### src/rtl/ps2_pkg.sv
// Shared constants and types for the PS/2 Set 2 scan-code decoder.
package ps2_pkg;

  localparam int unsigned CODE_W = 8;
  localparam int unsigned EVT_W  = CODE_W + 2;
  localparam int unsigned SKIP_W = 3;

  // Prefix and special bytes
  localparam logic [CODE_W-1:0] SC_EXT        = 8'hE0;
  localparam logic [CODE_W-1:0] SC_BRK        = 8'hF0;
  localparam logic [CODE_W-1:0] SC_PAUSE      = 8'hE1;
  localparam logic [CODE_W-1:0] SC_FAKE_SHIFT = 8'h12;

  // Keyboard error/overrun bytes
  localparam logic [CODE_W-1:0] SC_ERR_00 = 8'h00;
  localparam logic [CODE_W-1:0] SC_ERR_FF = 8'hFF;

  // Protocol responses that never form key events
  localparam logic [CODE_W-1:0] SC_BAT_OK   = 8'hAA;
  localparam logic [CODE_W-1:0] SC_ACK      = 8'hFA;
  localparam logic [CODE_W-1:0] SC_BAT_FAIL = 8'hFC;
  localparam logic [CODE_W-1:0] SC_DIAG_ERR = 8'hFD;
  localparam logic [CODE_W-1:0] SC_ECHO     = 8'hEE;

  // Bytes following E1 before the pause event is complete
  localparam logic [SKIP_W-1:0] PAUSE_SKIP = 3'd7;

  typedef enum logic [2:0] {
    StIdle,
    StExt,
    StBrk,
    StExtBrk,
    StPause
  } dec_state_e;

  typedef struct packed {
    logic              ext;
    logic              rel;
    logic [CODE_W-1:0] code;
  } ps2_evt_t;

  typedef struct packed {
    logic              valid;
    logic              ext;
    logic [CODE_W-1:0] code;
  } last_make_t;

endpackage

### src/rtl/ps2_scan_decoder_if.sv
// Byte-input / event-output bundle of the scan decoder.
interface ps2_scan_decoder_if #(
  parameter int unsigned FIFO_DEPTH = 8
);
  import ps2_pkg::*;

  localparam int unsigned PTR_W = $clog2(FIFO_DEPTH);

  logic [CODE_W-1:0] scan_code;
  logic              new_data;
  logic              evt_rd;
  logic              clr_status;
  logic [EVT_W-1:0]  evt_data;
  logic              evt_valid;
  logic              fifo_full;
  logic [PTR_W:0]    evt_count;
  logic              overflow;
  logic              err_code;

  // Receiver / CPU side
  modport master (
    output scan_code, new_data, evt_rd, clr_status,
    input  evt_data, evt_valid, fifo_full, evt_count, overflow, err_code
  );

  // Decoder side
  modport slave (
    input  scan_code, new_data, evt_rd, clr_status,
    output evt_data, evt_valid, fifo_full, evt_count, overflow, err_code
  );
endinterface

### src/rtl/ps2_event_fifo.sv
// Synchronous FIFO for key events. A write while full is accepted only when a read
// on the same cycle frees a slot.
module ps2_event_fifo #(
  parameter int unsigned Width = 10,
  parameter int unsigned Depth = 8,
  localparam int unsigned PtrW = $clog2(Depth)
) (
  input  logic             clk_i,
  input  logic             rst_i,
  input  logic             wr_i,
  input  logic [Width-1:0] wdata_i,
  input  logic             rd_i,
  output logic [Width-1:0] rdata_o,
  output logic             full_o,
  output logic             empty_o,
  output logic [PtrW:0]    count_o
);

  logic [Width-1:0] mem_q [Depth];
  logic [PtrW-1:0]  wr_ptr_q, wr_ptr_d;
  logic [PtrW-1:0]  rd_ptr_q, rd_ptr_d;
  logic [PtrW:0]    count_q, count_d;
  logic             do_wr, do_rd;

  // Accept/pop decisions and pointer/count next state
  always_comb begin
    do_rd    = rd_i && (count_q != '0);
    do_wr    = wr_i && ((count_q != Depth[PtrW:0]) || do_rd);
    wr_ptr_d = wr_ptr_q;
    rd_ptr_d = rd_ptr_q;
    count_d  = count_q;
    if (do_wr) wr_ptr_d = wr_ptr_q + 1'b1;
    if (do_rd) rd_ptr_d = rd_ptr_q + 1'b1;
    if (do_wr && !do_rd) count_d = count_q + 1'b1;
    else if (!do_wr && do_rd) count_d = count_q - 1'b1;
  end

  // Pointer and occupancy registers
  always_ff @(posedge clk_i or posedge rst_i) begin
    if (rst_i) begin
      wr_ptr_q <= '0;
      rd_ptr_q <= '0;
      count_q  <= '0;
    end else begin
      wr_ptr_q <= wr_ptr_d;
      rd_ptr_q <= rd_ptr_d;
      count_q  <= count_d;
    end
  end

  // Storage; contents are don't-care until written
  always_ff @(posedge clk_i) begin
    if (do_wr) mem_q[wr_ptr_q] <= wdata_i;
  end

  assign empty_o = (count_q == '0);
  assign full_o  = (count_q == Depth[PtrW:0]);
  assign count_o = count_q;
  // Hold zero while empty so the head output is clean out of reset
  assign rdata_o = empty_o ? '0 : mem_q[rd_ptr_q];

endmodule

### src/rtl/ps2_scan_decoder.sv
// PS/2 Set 2 scan-code decoder: folds E0/F0/E1 sequences into key events and queues them.
// Optional build macro TYPEMATIC_FILTER_EN suppresses repeated makes of the held key.
module ps2_scan_decoder
  import ps2_pkg::*;
#(
  parameter int unsigned FIFO_DEPTH = 8,
  localparam int unsigned PTR_W = $clog2(FIFO_DEPTH)
) (
  input logic           clk,
  input logic           reset,
  ps2_scan_decoder_if.slave bus
);

  dec_state_e        state_q, state_d;
  logic [SKIP_W-1:0] skip_q, skip_d;
  logic              overflow_q, overflow_d;
  logic              err_code_q, err_code_d;
  logic              emit, err_set, fifo_wr;
  ps2_evt_t          evt;
  logic [EVT_W-1:0]  fifo_rdata;
  logic              fifo_full, fifo_empty;
  logic [PTR_W:0]    fifo_count;
  logic [CODE_W-1:0] b;

  assign b = bus.scan_code;

  // Decoder next state and event generation, only on received bytes
  always_comb begin
    state_d = state_q;
    skip_d  = skip_q;
    emit    = 1'b0;
    err_set = 1'b0;
    evt     = '0;
    if (bus.new_data) begin
      unique case (state_q)
        StIdle: begin
          case (b)
            SC_EXT:   state_d = StExt;
            SC_BRK:   state_d = StBrk;
            SC_PAUSE: begin
              state_d = StPause;
              skip_d  = PAUSE_SKIP;
            end
            SC_ERR_00, SC_ERR_FF: err_set = 1'b1;
            SC_BAT_OK, SC_ACK, SC_BAT_FAIL, SC_DIAG_ERR, SC_ECHO: ;
            default: begin
              emit = 1'b1;
              evt  = '{ext: 1'b0, rel: 1'b0, code: b};
            end
          endcase
        end
        StExt: begin
          if (b == SC_BRK) begin
            state_d = StExtBrk;
          end else if (b == SC_EXT) begin
            state_d = StExt;
          end else begin
            state_d = StIdle;
            if (b != SC_FAKE_SHIFT) begin
              emit = 1'b1;
              evt  = '{ext: 1'b1, rel: 1'b0, code: b};
            end
          end
        end
        StBrk: begin
          state_d = StIdle;
          emit    = 1'b1;
          evt     = '{ext: 1'b0, rel: 1'b1, code: b};
        end
        StExtBrk: begin
          state_d = StIdle;
          if (b != SC_FAKE_SHIFT) begin
            emit = 1'b1;
            evt  = '{ext: 1'b1, rel: 1'b1, code: b};
          end
        end
        StPause: begin
          skip_d = skip_q - 1'b1;
          if (skip_q == 3'd1) begin
            state_d = StIdle;
            emit    = 1'b1;
            evt     = '{ext: 1'b1, rel: 1'b0, code: SC_PAUSE};
          end
        end
        default: state_d = StIdle;
      endcase
    end
  end

  // Decoder state register
  always_ff @(posedge clk or posedge reset) begin
    if (reset) begin
      state_q <= StIdle;
      skip_q  <= '0;
    end else begin
      state_q <= state_d;
      skip_q  <= skip_d;
    end
  end

`ifdef TYPEMATIC_FILTER_EN
  last_make_t last_make_q, last_make_d;
  logic       same_key;

  // Drop repeats of the held key; its break re-arms the filter
  always_comb begin
    last_make_d = last_make_q;
    fifo_wr     = emit;
    same_key    = last_make_q.valid && (last_make_q.ext == evt.ext) &&
                  (last_make_q.code == evt.code);
    if (emit) begin
      if (!evt.rel) begin
        if (same_key) fifo_wr = 1'b0;
        else last_make_d = '{valid: 1'b1, ext: evt.ext, code: evt.code};
      end else if (same_key) begin
        last_make_d.valid = 1'b0;
      end
    end
  end

  // Last emitted make
  always_ff @(posedge clk or posedge reset) begin
    if (reset) last_make_q <= '0;
    else       last_make_q <= last_make_d;
  end
`else
  assign fifo_wr = emit;
`endif

  // Set-dominant sticky status flags
  always_comb begin
    overflow_d = (overflow_q && !bus.clr_status) ||
                 (fifo_wr && fifo_full && !bus.evt_rd);
    err_code_d = (err_code_q && !bus.clr_status) || err_set;
  end

  // Status flag registers
  always_ff @(posedge clk or posedge reset) begin
    if (reset) begin
      overflow_q <= 1'b0;
      err_code_q <= 1'b0;
    end else begin
      overflow_q <= overflow_d;
      err_code_q <= err_code_d;
    end
  end

  ps2_event_fifo #(
    .Width (EVT_W),
    .Depth (FIFO_DEPTH)
  ) u_fifo (
    .clk_i   (clk),
    .rst_i   (reset),
    .wr_i    (fifo_wr),
    .wdata_i (evt),
    .rd_i    (bus.evt_rd),
    .rdata_o (fifo_rdata),
    .full_o  (fifo_full),
    .empty_o (fifo_empty),
    .count_o (fifo_count)
  );

  assign bus.evt_data  = fifo_rdata;
  assign bus.evt_valid = !fifo_empty;
  assign bus.fifo_full = fifo_full;
  assign bus.evt_count = fifo_count;
  assign bus.overflow  = overflow_q;
  assign bus.err_code  = err_code_q;

endmodule

### src/flat_wrapper.sv
// flat-port wrapper written by rule: the top's interface ports become plain ports
module ps2_scan_decoder_flat import ps2_pkg::*;
#(
  parameter int unsigned FIFO_DEPTH = 8,
  localparam int unsigned PTR_W = $clog2(FIFO_DEPTH)
)
  (clk, reset, bus_scan_code, bus_new_data, bus_evt_rd, bus_clr_status, bus_evt_data, bus_evt_valid, bus_fifo_full, bus_evt_count, bus_overflow, bus_err_code);
  ps2_scan_decoder_if #(.FIFO_DEPTH(FIFO_DEPTH)) bus_i ();
  input logic clk;
  input logic reset;
  input wire logic [$bits(bus_i.scan_code)-1:0] bus_scan_code;
  input wire logic [$bits(bus_i.new_data)-1:0] bus_new_data;
  input wire logic [$bits(bus_i.evt_rd)-1:0] bus_evt_rd;
  input wire logic [$bits(bus_i.clr_status)-1:0] bus_clr_status;
  output wire logic [$bits(bus_i.evt_data)-1:0] bus_evt_data;
  output wire logic [$bits(bus_i.evt_valid)-1:0] bus_evt_valid;
  output wire logic [$bits(bus_i.fifo_full)-1:0] bus_fifo_full;
  output wire logic [$bits(bus_i.evt_count)-1:0] bus_evt_count;
  output wire logic [$bits(bus_i.overflow)-1:0] bus_overflow;
  output wire logic [$bits(bus_i.err_code)-1:0] bus_err_code;
  assign bus_i.scan_code = bus_scan_code;
  assign bus_i.new_data = bus_new_data;
  assign bus_i.evt_rd = bus_evt_rd;
  assign bus_i.clr_status = bus_clr_status;
  assign bus_evt_data = bus_i.evt_data;
  assign bus_evt_valid = bus_i.evt_valid;
  assign bus_fifo_full = bus_i.fifo_full;
  assign bus_evt_count = bus_i.evt_count;
  assign bus_overflow = bus_i.overflow;
  assign bus_err_code = bus_i.err_code;
  ps2_scan_decoder #(.FIFO_DEPTH(FIFO_DEPTH)) u_core (.clk(clk), .reset(reset), .bus(bus_i));
endmodule
### config.mk
export PLATFORM = sky130hd
export DESIGN_NAME = ps2_scan_decoder_flat
export DESIGN_NICKNAME = d
export VERILOG_FILES = /design/src/rtl/ps2_pkg.sv /design/src/rtl/ps2_scan_decoder_if.sv /design/src/rtl/ps2_event_fifo.sv /design/src/rtl/ps2_scan_decoder.sv /design/src/flat_wrapper.sv
export SDC_FILE = /design/constraint.sdc
export NUM_CORES = 1
export LEC_CHECK = 0
export ABC_AREA = 1
export BUFFER_PORTS_ARGS = -buffer_cell sky130_fd_sc_hd__buf_4
export CELL_PAD_IN_SITES_DETAIL_PLACEMENT = 1
export CELL_PAD_IN_SITES_GLOBAL_PLACEMENT = 2
export CORE_ASPECT_RATIO = 0.8
export CORE_MARGIN = 2
export CORE_UTILIZATION = 34
export DETAILED_ROUTE_END_ITERATION = 10
export GPL_ROUTABILITY_DRIVEN = 0
export PLACE_DENSITY_LB_ADDON = 0.15
export SETUP_SLACK_MARGIN = 0.4
export SYNTH_ARGS = -nofsm -noshare
export SYNTH_HDL_FRONTEND = slang
export SYNTH_HIERARCHICAL = 1
export SYNTH_SLANG_ARGS = --single-unit
### constraint.sdc
create_clock -name clk -period 2.64 [get_ports clk]
set_clock_uncertainty 0.15 [all_clocks]
set_input_delay 0.396 -clock clk [delete_from_list [all_inputs] [get_ports clk]]
set_output_delay 0.396 -clock clk [all_outputs]
set_load 0.02 [all_outputs]
# [Word-level counts from Yosys, hierarchy flattened]
# Memory sizes are Yosys's and may differ from the RTL's.
# Cells that the tools add are included.
[op_classes] eq_ne=20 add_sub_neg=5 n_reduce_logical=26 mux=30
[op_table] op="$eq A8 B8 Y1 const B" count=9
[op_table] op="$mux W10" count=7
[op_table] op="$pmux W10 S5" count=1
[op_table] op="$pmux W3 S3" count=2
[op_table] op="$mux W1" count=12
[op_table] op="$reduce_or A10 Y1" count=1
[op_table] op="$mux W3" count=3
[op_table] op="$logic_and A1 B1 Y1" count=8
[op_table] op="$logic_not A8 Y1" count=1
[op_table] op="$mux W4" count=2
[op_table] op="$mux W8" count=1
[op_table] op="$ne A8 B5 Y1 const B" count=1
[op_table] op="$add A3 B1 Y3 const B" count=2
[op_table] op="$eq A3 B1 Y1 const B" count=2
[op_table] op="$eq A3 B2 Y1 const B" count=2
[op_table] op="$pmux W3 S2" count=1
[op_table] op="$reduce_and A3 Y1" count=2
[op_table] op="$logic_not A1 Y1" count=5
[op_table] op="$pmux W1 S5" count=1
[op_table] op="$add A4 B1 Y4 const B" count=1
[op_table] op="$eq A4 B4 Y1 const B" count=1
[op_table] op="$logic_not A4 Y1" count=1
[op_table] op="$ne A4 B2 Y1 const B" count=1
[op_table] op="$ne A4 B4 Y1 const B" count=1
[op_table] op="other kinds (10)" count=13
[totals] ram_bits=80 word_cells=89 reg_bits=18 mem_count=1 output_inout_bits=18 input_bits=13
[memory_table] name="u_core.u_fifo.mem_q" words=8 width=10 read_ports=1 rd_ports_with_merged_regs=0 wr=1 line="ps2_event_fifo.sv:19" text="logic [Width-1:0] mem_q [Depth];"

# [Longest topological paths before layout]
# Gate-level depths: netlist (run 1).
[logic_depth] word_depth=11 ltp_mapped=19 mapped_depth_nobuf=19

# [Modules after synthesis]
# The synthesis (run 1) kept the hierarchy.
[by_module_without_submodules] mod="ps2_event_fifo" cells_per_inst=430 seq_area_each_um2=2652.5 instances=1 area_per_inst_um2=4187.8
[by_module_without_submodules] mod="ps2_scan_decoder" cells_per_inst=170 seq_area_each_um2=200.2 instances=1 area_per_inst_um2=991.0

# [Worst setup path before layout (run 1)]
# Ideal clock, no wire load.
[synth_path] kind="register -> register" startpoint="register u_core.state_q[1]" endpoint="memory u_core.u_fifo.mem_q[0][0], enable pin" setup_time_ps=390 arrival_time_ps=2110 path_stages_with_launch=11 setup_slack_ps=-10 period_less_slack_ps=2650 required_time_ps=2100 n_path_buf=1 path_cell_list="dfrtp_1 nor2_2 inv_1 nor2_1 nand3_1 nand2_1 nor2_2 a21oi_1 nand2_2 buf_6 nor3_1"
[synth_between] elab_chain_cells=6 elab_cells_between_ends=10 cone_classes="4 x eq/ne; 4 x mux; 2 x reduce/logical"
[synth_lines] item="start, declared" line="ps2_scan_decoder.sv:14" text="dec_state_e state_q, state_d;"
[synth_lines] item="start signal, assigned" line="ps2_scan_decoder.sv:93" text="state_q <= StIdle;"
[synth_lines] item="start signal, assigned" line="ps2_scan_decoder.sv:96" text="state_q <= state_d;"
[synth_lines] item="$eq A3 B3 Y1 (tied with other cells)" line="ps2_scan_decoder.sv:35" text="unique case (state_q)"
[synth_lines] item="$pmux W1 S5 *" line="ps2_scan_decoder.sv:35"
[synth_lines] item="$mux W1 *" line="ps2_scan_decoder.sv:34" text="if (bus.new_data) begin"
[synth_lines] item="via u_core.emit" line="ps2_scan_decoder.sv:18" text="logic emit, err_set, fifo_wr;"
[synth_lines] item="$logic_and A1 B1 Y1 *" line="ps2_event_fifo.sv:28" text="do_wr = wr_i && ((count_q != Depth[PtrW:0]) || do_rd);"
[synth_lines] item="$mux W1 *" line="ps2_event_fifo.sv:53" text="if (do_wr) mem_q[wr_ptr_q] <= wdata_i;"
[synth_lines] item="$mux W1 (not written as such) *" line="ps2_event_fifo.sv:53"
[synth_lines] item="end, declared" line="ps2_event_fifo.sv:19"
# The timed path passes the listed nets; every way through them passes the cells marked *.

# [Worst setup path in the final report (run 1)]
[layout_path] startpoint="register u_core.state_q[1]" endpoint="register u_core.u_fifo.count_q[2], in the netlist u_core/u_fifo/count_o[2]"
[layout_between] elab_chain_cells=7 elab_cells_between_ends=13 cone_classes="4 x eq/ne; 3 x mux; 6 x reduce/logical"
[layout_lines] item="$eq A3 B3 Y1 (tied with other cells)" line="ps2_scan_decoder.sv:35"
[layout_lines] item="$pmux W1 S5 *" line="ps2_scan_decoder.sv:35"
[layout_lines] item="$mux W1 *" line="ps2_scan_decoder.sv:34"
[layout_lines] item="via u_core.emit" line="ps2_scan_decoder.sv:18"
[layout_lines] item="$logic_and A1 B1 Y1 *" line="ps2_event_fifo.sv:28"
[layout_lines] item="via u_core.u_fifo.do_wr" line="ps2_event_fifo.sv:23" text="logic do_wr, do_rd;"
[layout_lines] item="$logic_not A1 Y1" line="ps2_event_fifo.sv:35" text="else if (!do_wr && do_rd) count_d = count_q - 1'b1;"
[layout_lines] item="$logic_and A1 B1 Y1" line="ps2_event_fifo.sv:35"
[layout_lines] item="$reduce_bool A2 Y1 (no line)"
[layout_lines] item="end signal, assigned" line="ps2_event_fifo.sv:47" text="count_q <= count_d;"
[layout_lines] item="end, declared" line="ps2_event_fifo.sv:22" text="logic [PtrW:0] count_q, count_d;"
# Marks and branches as above.
# A chain may end at the register's enable or synchronous reset.

==> results of run 1 <==
-- registers in the layout, summed over array words and instances (netlist names) --
register,cells
u_core/state_q,3
u_core/bus.err_code,1
u_core/u_fifo/mem_q,80
u_core/skip_q,3
u_core/u_fifo/count_o,4
u_core/bus.overflow,1
u_core/u_fifo/rd_ptr_q,3
u_core/u_fifo/wr_ptr_q,3
-- cells in the final DEF (no fill, tap or decap), types with 5 or more instances in the layout --
cell type | netlist | layout
nand2_4 | 0 | 11
nor3_4 | 0 | 5
buf_4 | 1 | 54
inv_1 | 113 | 106
nand2_2 | 13 | 28
nand4_1 | 7 | 7
xnor2_1 | 5 | 5
buf_12 | 0 | 9
nand2_1 | 167 | 141
inv_2 | 11 | 16
clkbuf_16 | 0 | 10
o21ai_0 | 10 | 8
nand3_2 | 4 | 28
buf_6 | 6 | 13
dfrtp_1 | 18 | 11
nor2_4 | 4 | 12
nor2_2 | 6 | 16
nor2_1 | 43 | 25
nand3_1 | 62 | 37
dfrtp_2 | 0 | 7
a21oi_1 | 9 | 7
edfxtp_1 | 80 | 80
-- Yosys cell counts, drive strengths merged --
cell type and instances:
nand2 180, inv 125, edfxtp 80, nand3 66
nor2 53, dfrtp 18, buf 16, o21ai 14
a21oi 9, nor3 9, nand4 8, ha 7
xnor2 5, nor3b 2, a31oi 1, and3 1
clkbuf 1, fa 1, nor4 1, o211ai 1
o31ai 1, xor2 1
-- critical path, cell delays in order, from the launching register on --
cell	delay (ns)
dfrtp_2	0.44
nor2_2	0.12
inv_2	0.06
nor2_4	0.12
nand3_4	0.09
nand2_2	0.08
nor2_2	0.04
a21oi_2	0.14
nand2_2	0.08
inv_2	0.07
ha_4	0.15
inv_6	0.05
fa_2	0.34
xnor2_1	0.19
o21ai_1	0.08
-- timing repair --
action / 4_1_cts / 5_1_grt
endpoints found under the hold margin: 18 / 0
pin swaps: 9 / 42
endpoints found under the setup margin: 101 / 141
hold buffers: 1 / 0
cloned: 0 / 7
buffers inserted: 13 / 11
gates resized for setup: 29 / 117
-- worst max-delay path by stage --
| stage | endpoint | from | depth (start not counted) |
|---|---|---|---|
| floorplan | u_core/u_fifo/mem_q[4][0] | u_core/state_q[1] | 10 |
| global placement | u_core/u_fifo/count_o[3] | bus_scan_code[7] | 18 |
| detailed placement | u_core/u_fifo/count_o[3] | bus_scan_code[7] | 19 |
| CTS | u_core/u_fifo/count_o[3] | u_core/state_q[1] | 18 |
| global route | u_core/u_fifo/count_o[3] | u_core/state_q[1] | 18 |
| finish | u_core/u_fifo/count_o[2] | u_core/state_q[1] | 14 |
-- stage by stage --
stage	hold WS (ns)	setup WS [ns]	utilization
CTS	0.135	0.250	0.425
global placement	0.230	0.0914	0.392
global route	0.151	0.167	0.464
detailed placement	0.243	-0.00269	0.392
finish	0.150	0.319	0.464
floorplan	0.0617	0.356	-
-- cell type report --
class / count / area, sq um
multi-input cells: 360 / 2210
repair inverters: 5 / 68.8
clock inverters: 6 / 43.8
clock buffers: 10 / 229
inverters: 125 / 490
well taps: 189 / 236
repair buffers: 81 / 812
flip-flops and latches: 98 / 2860
fillers: 1706 / 8020
-- power by group through the flow --
stage / Combinational (uW) / Sequential [uW] / Clock (uW)
after detailed placement: 3110 / 2270 / 0
final: 4240 / 2270 / 1210
after floorplan: 2060 / 2240 / 0
after global routing: 4610 / 2300 / 1310
after global placement: 3020 / 2250 / 0
after CTS: 3330 / 2270 / 1250
-- per-layer routing --
layer / up-vias / track usage
met2: 65 / 0.319
li1: 2055 / -
met3: 15 / 0.0402
met5: - / 0
met4: 0 / 0.0347
met1: 2052 / 0.243
-- cell families after synthesis --
| logic type | count (synthesis) |
|---|---|
| compound gates | 26 |
| xor+xnor | 6 |
| fa+ha+maj | 8 |
| buf+inv | 142 |
| flops | 98 |
| simple gates | 320 |
==> reports/qor.txt, run 1 <==
run status: finished, final reports clean
max layer used: met4
nets@finish: 701
via/cell ratio: 4.79
Num CTS Buffers: 9
yosys warns: 6
placed cell count: 826
#FFs+latches synth: 98
Setup Total Neg Slack: 0 ns
Worst EP arrival: 2.40 ns
reg2reg start: u_core/state_q[1]
CTS root buffer: clkbuf_16
clock buffer depth: 2
Mapped Cells: 600
first-pass GRT wire length: 22,800 microns
Final Max Slew Viols: 0
Slew Limit Headroom: 0.571
Seq/Total Area, Yosys: 0.551
Core Area: 15,000 sq um
Yosys cell types: 34
largest net degree at the start of global routing: 42
dominant cell type by area after synthesis: edfxtp_1
main combinational cell family by area after synthesis: simple AND/OR/NAND/NOR gates
mux cell area share after synthesis: 0
Synth Area in Simple Gates: 0.276
Power Density: 1110 nW/um^2
Clock transition at path regs: 0.07 ns
RSZ-0062 raised after global routing: true
top cells by area, synth: edfxtp_1, nand2_1, dfrtp_1
post-route cell area: 6950 sq um
xor and xnor area share after synthesis: 0.0101
Tmin final: 2.32 ns
DRC Markers: 0
Fmax achieved: 431 MHz
Flop pwr share: 0.294
met3 WL: 521 microns
initial core utilization: 0.346
Die Area: 16,200 sq um
WL met1: 7220 microns
Hold Path Depth: 4
routed len/inst: 17.5 microns
critical path startpoint category: flop
vias in the first global route: 4,328
synth-to-layout area growth: 34.2%
IO Pins: 31
post-route antenna net violation count: 0
Max-Cap Viols: 0
Slew @ Worst Pin: 0.643 ns
RR Endpoint: u_core/u_fifo/count_o[2]
clock share of power: 0.157
H-Tree Depth: 3
initial antenna violation count: 0
Rows: 40
Comb power frac: 0.549
Syn Nets: 621
Iter 0 DRT Violations: 203
crit share post-route: 0.879
total grt overflow: 0
flop2flop setup slack: 0.32 ns
number of port buffers: 30
Compound-Gate Fraction of Synth Area: 0.0271
crit-path max FO: 4
Hold WC Path Type: primary input to flop
Hold Fails Final Rpt: 0
via count: 4,187
1st-pass router iterations: 4
# setup viols final: 0
wirelength, routed: 15,300 microns
post-layout total power: 7730 uW
Yosys top cell area share: 0.464
die width: 142 microns
VDD IR max: 0.000674 V
dpl cell area: 5870 sq um
Net Sw Power: 3320 uW
Reg2Reg Depth: 14
CTS tree: yes
Adder-Cell Fraction of Synth Area: 0.0208
Final Non-Filler Cells: 874
clk sinks: 98
Worst Hold End: u_core/bus.err_code
DP HPWL: 9790 microns
share of layout cells above drive strength 1: 0.352
Sw Ratio: 0.430
Leakage: 0.00320 uW
Die H: 114 microns
metal2 WL: 7400 microns
ANT cells: 0
CP endpoint kind: flop
worst skew pair latency: 0.35 ns
syn_area_per_cell: 8.63 sq um
internal power: 4410 uW
GR Util All Layers: 0.185
CP required: 2.72 ns
Mapped Area: 5180 sq um
Hold Crit Start: bus_clr_status
kind of critical path: flop to flop
No activity file was read; power rests on OpenSTA's default activity.
==> run 2: changes to the inputs <==
Settings changed: CORE_MARGIN 2 to 5, RECOVER_POWER set to 25.
==> run 2 against run 1 <==
Effect of this change: core utilization grew 1.8 points; global-route usage down 2.0 points; total power up 4.0%; count of clock-buffer cells in the layout unchanged; combinational power grew 4%; fmax shrank 5.7%; first-iteration DRC count decreased by 14%; sequential power barely moved; die area is 9.7% higher; critical path type is now flop to primary output; largest power group unchanged.
==> reports/qor.txt, run 2 (synthesized netlist as in run 1, its figures left out) <==
via/cell ratio: 4.82
Power Density: 1110 nW/um^2
crit share post-route: 0.932
Slew @ Worst Pin: 0.849 ns
most frequent cells in the layout: nand2_1, inv_1, edfxtp_1
CTS root buffer: clkbuf_16
1st-pass router iterations: 4
CP required: 2.09 ns
commonest non-fill, non-tap cell in the layout: nand2_1
critical path startpoint category: flop
Core Area: 15,000 sq um
worst skew pair latency: 0.35 ns
CP Cell Sequence: buf_6 > buf_8 > clkbuf_1 > nand2_1 > nand3_1 > nand2_1 > nor2_1 > nor2_2 > buf_6
max reg flops: 80
Hold Fails Final Rpt: 0
share of layout cells above drive strength 1: 0.373
Rows: 40
Worst EP arrival: 1.92 ns
post-place setup slack: -0.0217 ns
nets@finish: 719
Num CTS Buffers: 9
Die H: 120 microns
H-Tree Depth: 3
IO Pins: 31
initial core utilization: 0.346
clock buffer depth: 2
vias in the first global route: 4,388
Largest stage delay, worst path: 0.51 ns
Hold WC Path Type: primary input to flop
# setup viols final: 0
crit-path max FO: 6
die width: 148 microns
Iter 0 DRT Violations: 174
GR Util All Layers: 0.165
Fmax achieved: 406 MHz
reg2reg start: u_core/state_q[2]
WP buf/inv: 4
Final Max Slew Viols: 0
crit path from: u_core/u_fifo/rd_ptr_q[0]
delay-heaviest family, CP: buffers and inverters
Crit-path slowest cell: dfrtp_4
Top reg by flops: u_core/u_fifo/mem_q
CP endpoint kind: primary output
Max-Cap Viols: 0
final core utilization: 0.482
post-route cell area: 7210 sq um
ANT cells: 0
post-route antenna net violation count: 0
number of port buffers: 30
VDD IR max: 0.000602 V
worst hold margin: 0.150 ns
Die Area: 17,800 sq um
Final Worst Setup Slack: 0.179 ns
CTS tree: yes
Clock transition at path regs: 0.07 ns
DP HPWL: 9670 microns
clk sinks: 98
wirelength, routed: 15,900 microns
Leakage: 0.00334 uW
Tmin final: 2.46 ns
Slew Limit Headroom: 0.433
run status: finished, final reports clean
synth-to-layout area growth: 39.3%
Hold Crit Start: bus_clr_status
largest net degree at the start of global routing: 42
initial antenna violation count: 0
via count: 4,297
first-pass GRT wire length: 22,900 microns
fill count: 1,701
total grt overflow: 0
kind of critical path: flop to primary output
dpl cell area: 5900 sq um
RSZ-0062 raised after global routing: true
DRC Markers: 0
routed len/inst: 17.8 microns
[run 2: worst min-delay path: cells and delay by family]
family,cells,cell delay [ns]
buf+inv,2,0.11
simple gates,2,0.10
[run 2: worst paths after layout]
| kind | slack (ns) | cells past startpoint | end |
|---|---|---|---|
| worst min-delay path | 0.15 | 4 | u_core/bus.overflow |
| worst max register to register | 0.29 | 14 | u_core/u_fifo/count_o[1] |
| max in group asynchronous | 1.51 | 3 | u_core/u_fifo/rd_ptr_q[0] |
| worst max-delay path | 0.18 | 9 | bus_evt_data[7] |
| worst min register to register | 0.33 | 2 | u_core/skip_q[2] |
| min in group asynchronous | 0.41 | 3 | u_core/bus.overflow |
[run 2: metal layers]
metal | global-route usage | vias up | part of all wire
li1 | - | 2100 | -
met1 | 0.222 | 2115 | 0.47
met2 | 0.271 | 63 | 0.48
met3 | 0.0333 | 19 | 0.030
met4 | 0.0502 | 0 | 0.015
met5 | 0 | - | 0
[run 2: metrics by stage]
step                cells  total power, uW  setup TNS (ns)
floorplan             600             4300               0
global placement      830             5320               0
detailed placement    830             5400         -0.0217
CTS                   866             6910               0
global route          892             8540               0
finish                892             8030               0
[run 2: what timing repair did]
item | in CTS | in global routing
endpoints found under the setup margin | 101 | 127
resized for setup | 23 | 162
hold buffers | 1 | 0
hold endpoints to repair | 18 | 0
pin swaps | 6 | 61
buffers inserted | 19 | 16
gates cloned | 0 | 10
[run 2: final cells by class]
type,count,area [sq um],share of cell area
clock inverter,6,73.8,0.0102
timing repair buffer,97,965,0.134
timing repair inverter,7,98.8,0.0137
tap,189,236,0.0328
sequential,98,2860,0.396
multi-input combinational,360,2270,0.314
clock buffer,10,229,0.0317
inverter,125,484,0.0671
[run 2: power by group]
group	total (uW)	switching [uW]	internal, uW	leakage [uW]
Sequential	2280	255	2020	0.000961
Clock	1340	589	746	0.000141
Combinational	4420	2600	1830	0.00223
==> run 3: changes to the inputs <==
Settings changed: ABC_AREA 1 to not set, CORE_UTILIZATION 34 to 40.
==> run 3 against run 2 <==
Effect of this change: the run now ends with setup timing left; combinational power down 41%; core utilization up 7.3 points; die area down 25%; largest cell class unchanged; sequential power down 8.8%; total power down 25%.
==> reports/qor.txt, run 3 <==
run status: finished with violations
failing checks: setup timing
Leakage: 0.00230 uW
Rows: 34
Largest stage delay, worst path: 0.41 ns
initial antenna violation count: 0
synth-to-layout area growth: 35.4%
Power Density: 987 nW/um^2
Clock transition at path regs: 0.07 ns
flop2flop setup slack: -0.11 ns
metal2 WL: 5840 microns
#FFs+latches synth: 98
Reg2Reg Depth: 12
IO Pins: 31
via/cell ratio: 5.38
Fmax achieved: 363 MHz
VDD IR max: 0.000478 V
CP required: 2.71 ns
main flop type after synthesis: edfxtp_1
max layer used: met4
via count: 2,960
Slew Limit Headroom: 0.592
kind of critical path: flop to flop
crit share post-route: 1.04
Final Worst Setup Slack: -0.114 ns
WP buf/inv: 2
delay-heaviest family, CP: simple AND/OR/NAND/NOR gates
vias in the first global route: 3,204
nets@finish: 423
Final Max Slew Viols: 0
CP endpoint kind: flop
syn_area_per_cell: 15.3 sq um
Syn Nets: 313
Slew @ Worst Pin: 0.606 ns
Iter 0 DRT Violations: 180
synth cell count leaders: edfxtp_1, mux4_2, dfrtp_1
# setup viols final: 2
H-Tree Depth: 3
initial core utilization: 0.410
Worst EP arrival: 2.82 ns
worst skew pair latency: 0.34 ns
Mapped Cells: 292
ANT cells: 0
Tmin final: 2.75 ns
count leader, synth: edfxtp_1
Hold Path Depth: 2
critical path startpoint category: flop
clk sinks: 98
Post-synth EDFFs: 80
max reg flops: 80
Final Non-Filler Cells: 550
Yosys cell types: 63
Hold WC Path Type: primary input to flop
Mapped Area: 4480 sq um
WL met1: 4880 microns
met3 WL: 519 microns
dominant cell type by area after synthesis: edfxtp_1
Hold Fails Final Rpt: 0
DP HPWL: 7280 microns
Crit-path slowest cell: or4_4
CP Cell Sequence: or3_4 > a211oi_4 > a21oi_2 > a21oi_2 > o21ai_4 > inv_2 > ha_4 > inv_4 > ha_4 > or4_4 > nand3_2 > o221ai_2
most frequent cells in the layout: edfxtp_1, buf_4, buf_6
Seq/Total Area, Yosys: 0.637
number of port buffers: 30
total grt overflow: 0
yosys warns: 6
first-pass GRT wire length: 18,200 microns
Die H: 105 microns
CTS tree: yes
Core Area: 10,900 sq um
post-route antenna net violation count: 0
wirelength, routed: 11,300 microns
Die Area: 13,400 sq um
Yosys top cell area share: 0.536
die width: 128 microns
final core utilization: 0.555
DRC Markers: 0
top cells by area, synth: edfxtp_1, dfrtp_1, mux4_2
Num CTS Buffers: 9
Top reg by flops: u_core/u_fifo/mem_q
CTS root buffer: clkbuf_16
crit-path max FO: 3
routed len/inst: 20.6 microns
share of layout cells above drive strength 1: 0.441
largest net degree at the start of global routing: 23
Max-Cap Viols: 0
Crit path depth: 12
clock buffer depth: 2
commonest non-fill, non-tap cell in the layout: edfxtp_1
GR Util All Layers: 0.178
RSZ-0062 raised after global routing: true
1st-pass router iterations: 4
placed cell count: 516
asr flop ratio synth: 0.184
run 3: cell count changes after synthesis, sizes merged, moves of 4 or more:
cell	previous run	this run
nand4	8	2
nor2	53	9
nor2b	0	5
o21ai	14	10
inv	125	16
nand2	180	17
nand3	66	7
mux4	0	20
a22o	0	11
or3	0	5
buf	16	6
and3	1	5
run 3: report_power, final:
group / switching, uW / internal [uW] / total (uW)
logic: 1260 / 1330 / 2590
clock network: 578 / 743 / 1320
registers: 162 / 1910 / 2080
total: 2000 / 3990 / 5990
run 3: through the flow:
step	power, uW	worst slack [ns]	setup TNS [ns]	hold WS [ns]	area [sq um]
finish	5990	-0.114	-0.179	0.101	6070
global route	6290	-0.240	-1.81	0.0915	6070
CTS	6020	-0.116	-0.206	0.0925	6010
detailed placement	4340	-0.538	-15.95	0.256	5390
global placement	4290	-0.433	-9.95	0.252	5390
floorplan	3510	-0.310	-5.55	0.0617	4590
run 3: final cells by class:
cell class / instances / area [sq um]
Sequential cell: 98 / 2850
Multi-Input combinational cell: 169 / 1720
Timing Repair Buffer: 108 / 951
Clock inverter: 6 / 73.8
Tap cell: 144 / 180
Clock buffer: 9 / 225
Fill cell: 1052 / 4860
Inverter: 16 / 67.6
run 3: final timing paths:
| kind | start | endpoint |
|---|---|---|
| setup / recovery | u_core/state_q[2] | u_core/u_fifo/count_o[3] |
| hold / removal | bus_clr_status | u_core/bus.err_code |
| setup reg to reg | u_core/state_q[2] | u_core/u_fifo/count_o[3] |
| hold reg to reg | u_core/bus.err_code | u_core/bus.err_code |
| max in group asynchronous | reset | u_core/u_fifo/wr_ptr_q[2] |
| min in group asynchronous | reset | u_core/bus.overflow |
run 3: per-layer routing:
layer	up-vias	GRT usage
met4	0	0.0386
met2	65	0.304
li1	1376	-
met3	11	0.0433
met1	1508	0.231
met5	-	0
run 3: logic make-up after synthesis:
family                   count (synthesis)  share of synthesized area
flip-flops                              98                      0.637
AND/OR/NAND/NOR                         75                     0.0974
AO/OA/AOI/OAI                           55                     0.0932
buffers and inverters                   25                     0.0240
multiplexers                            24                      0.111
adder cells (fa/ha/maj)                  8                     0.0240
XOR/XNOR                                 7                     0.0137
run 3: worst reg2reg max path: stages, from the launching register on:
cell	delay (ns)
dfrtp_1	0.38
or3_4	0.40
a211oi_4	0.20
a21oi_2	0.11
a21oi_2	0.23
o21ai_4	0.09
inv_2	0.07
ha_4	0.14
inv_4	0.04
ha_4	0.22
or4_4	0.41
nand3_2	0.10
o221ai_2	0.11
run 3: what timing repair did:
item | 4_1_cts | 5_1_grt
pin swaps | 15 | 6
endpoints found under the hold margin | 18 | 0
endpoints found under the setup margin | 94 | 104
gates resized for setup | 52 | 18
hold buffers | 1 | 0
cloned | 4 | 1
buffers inserted | 10 | 3
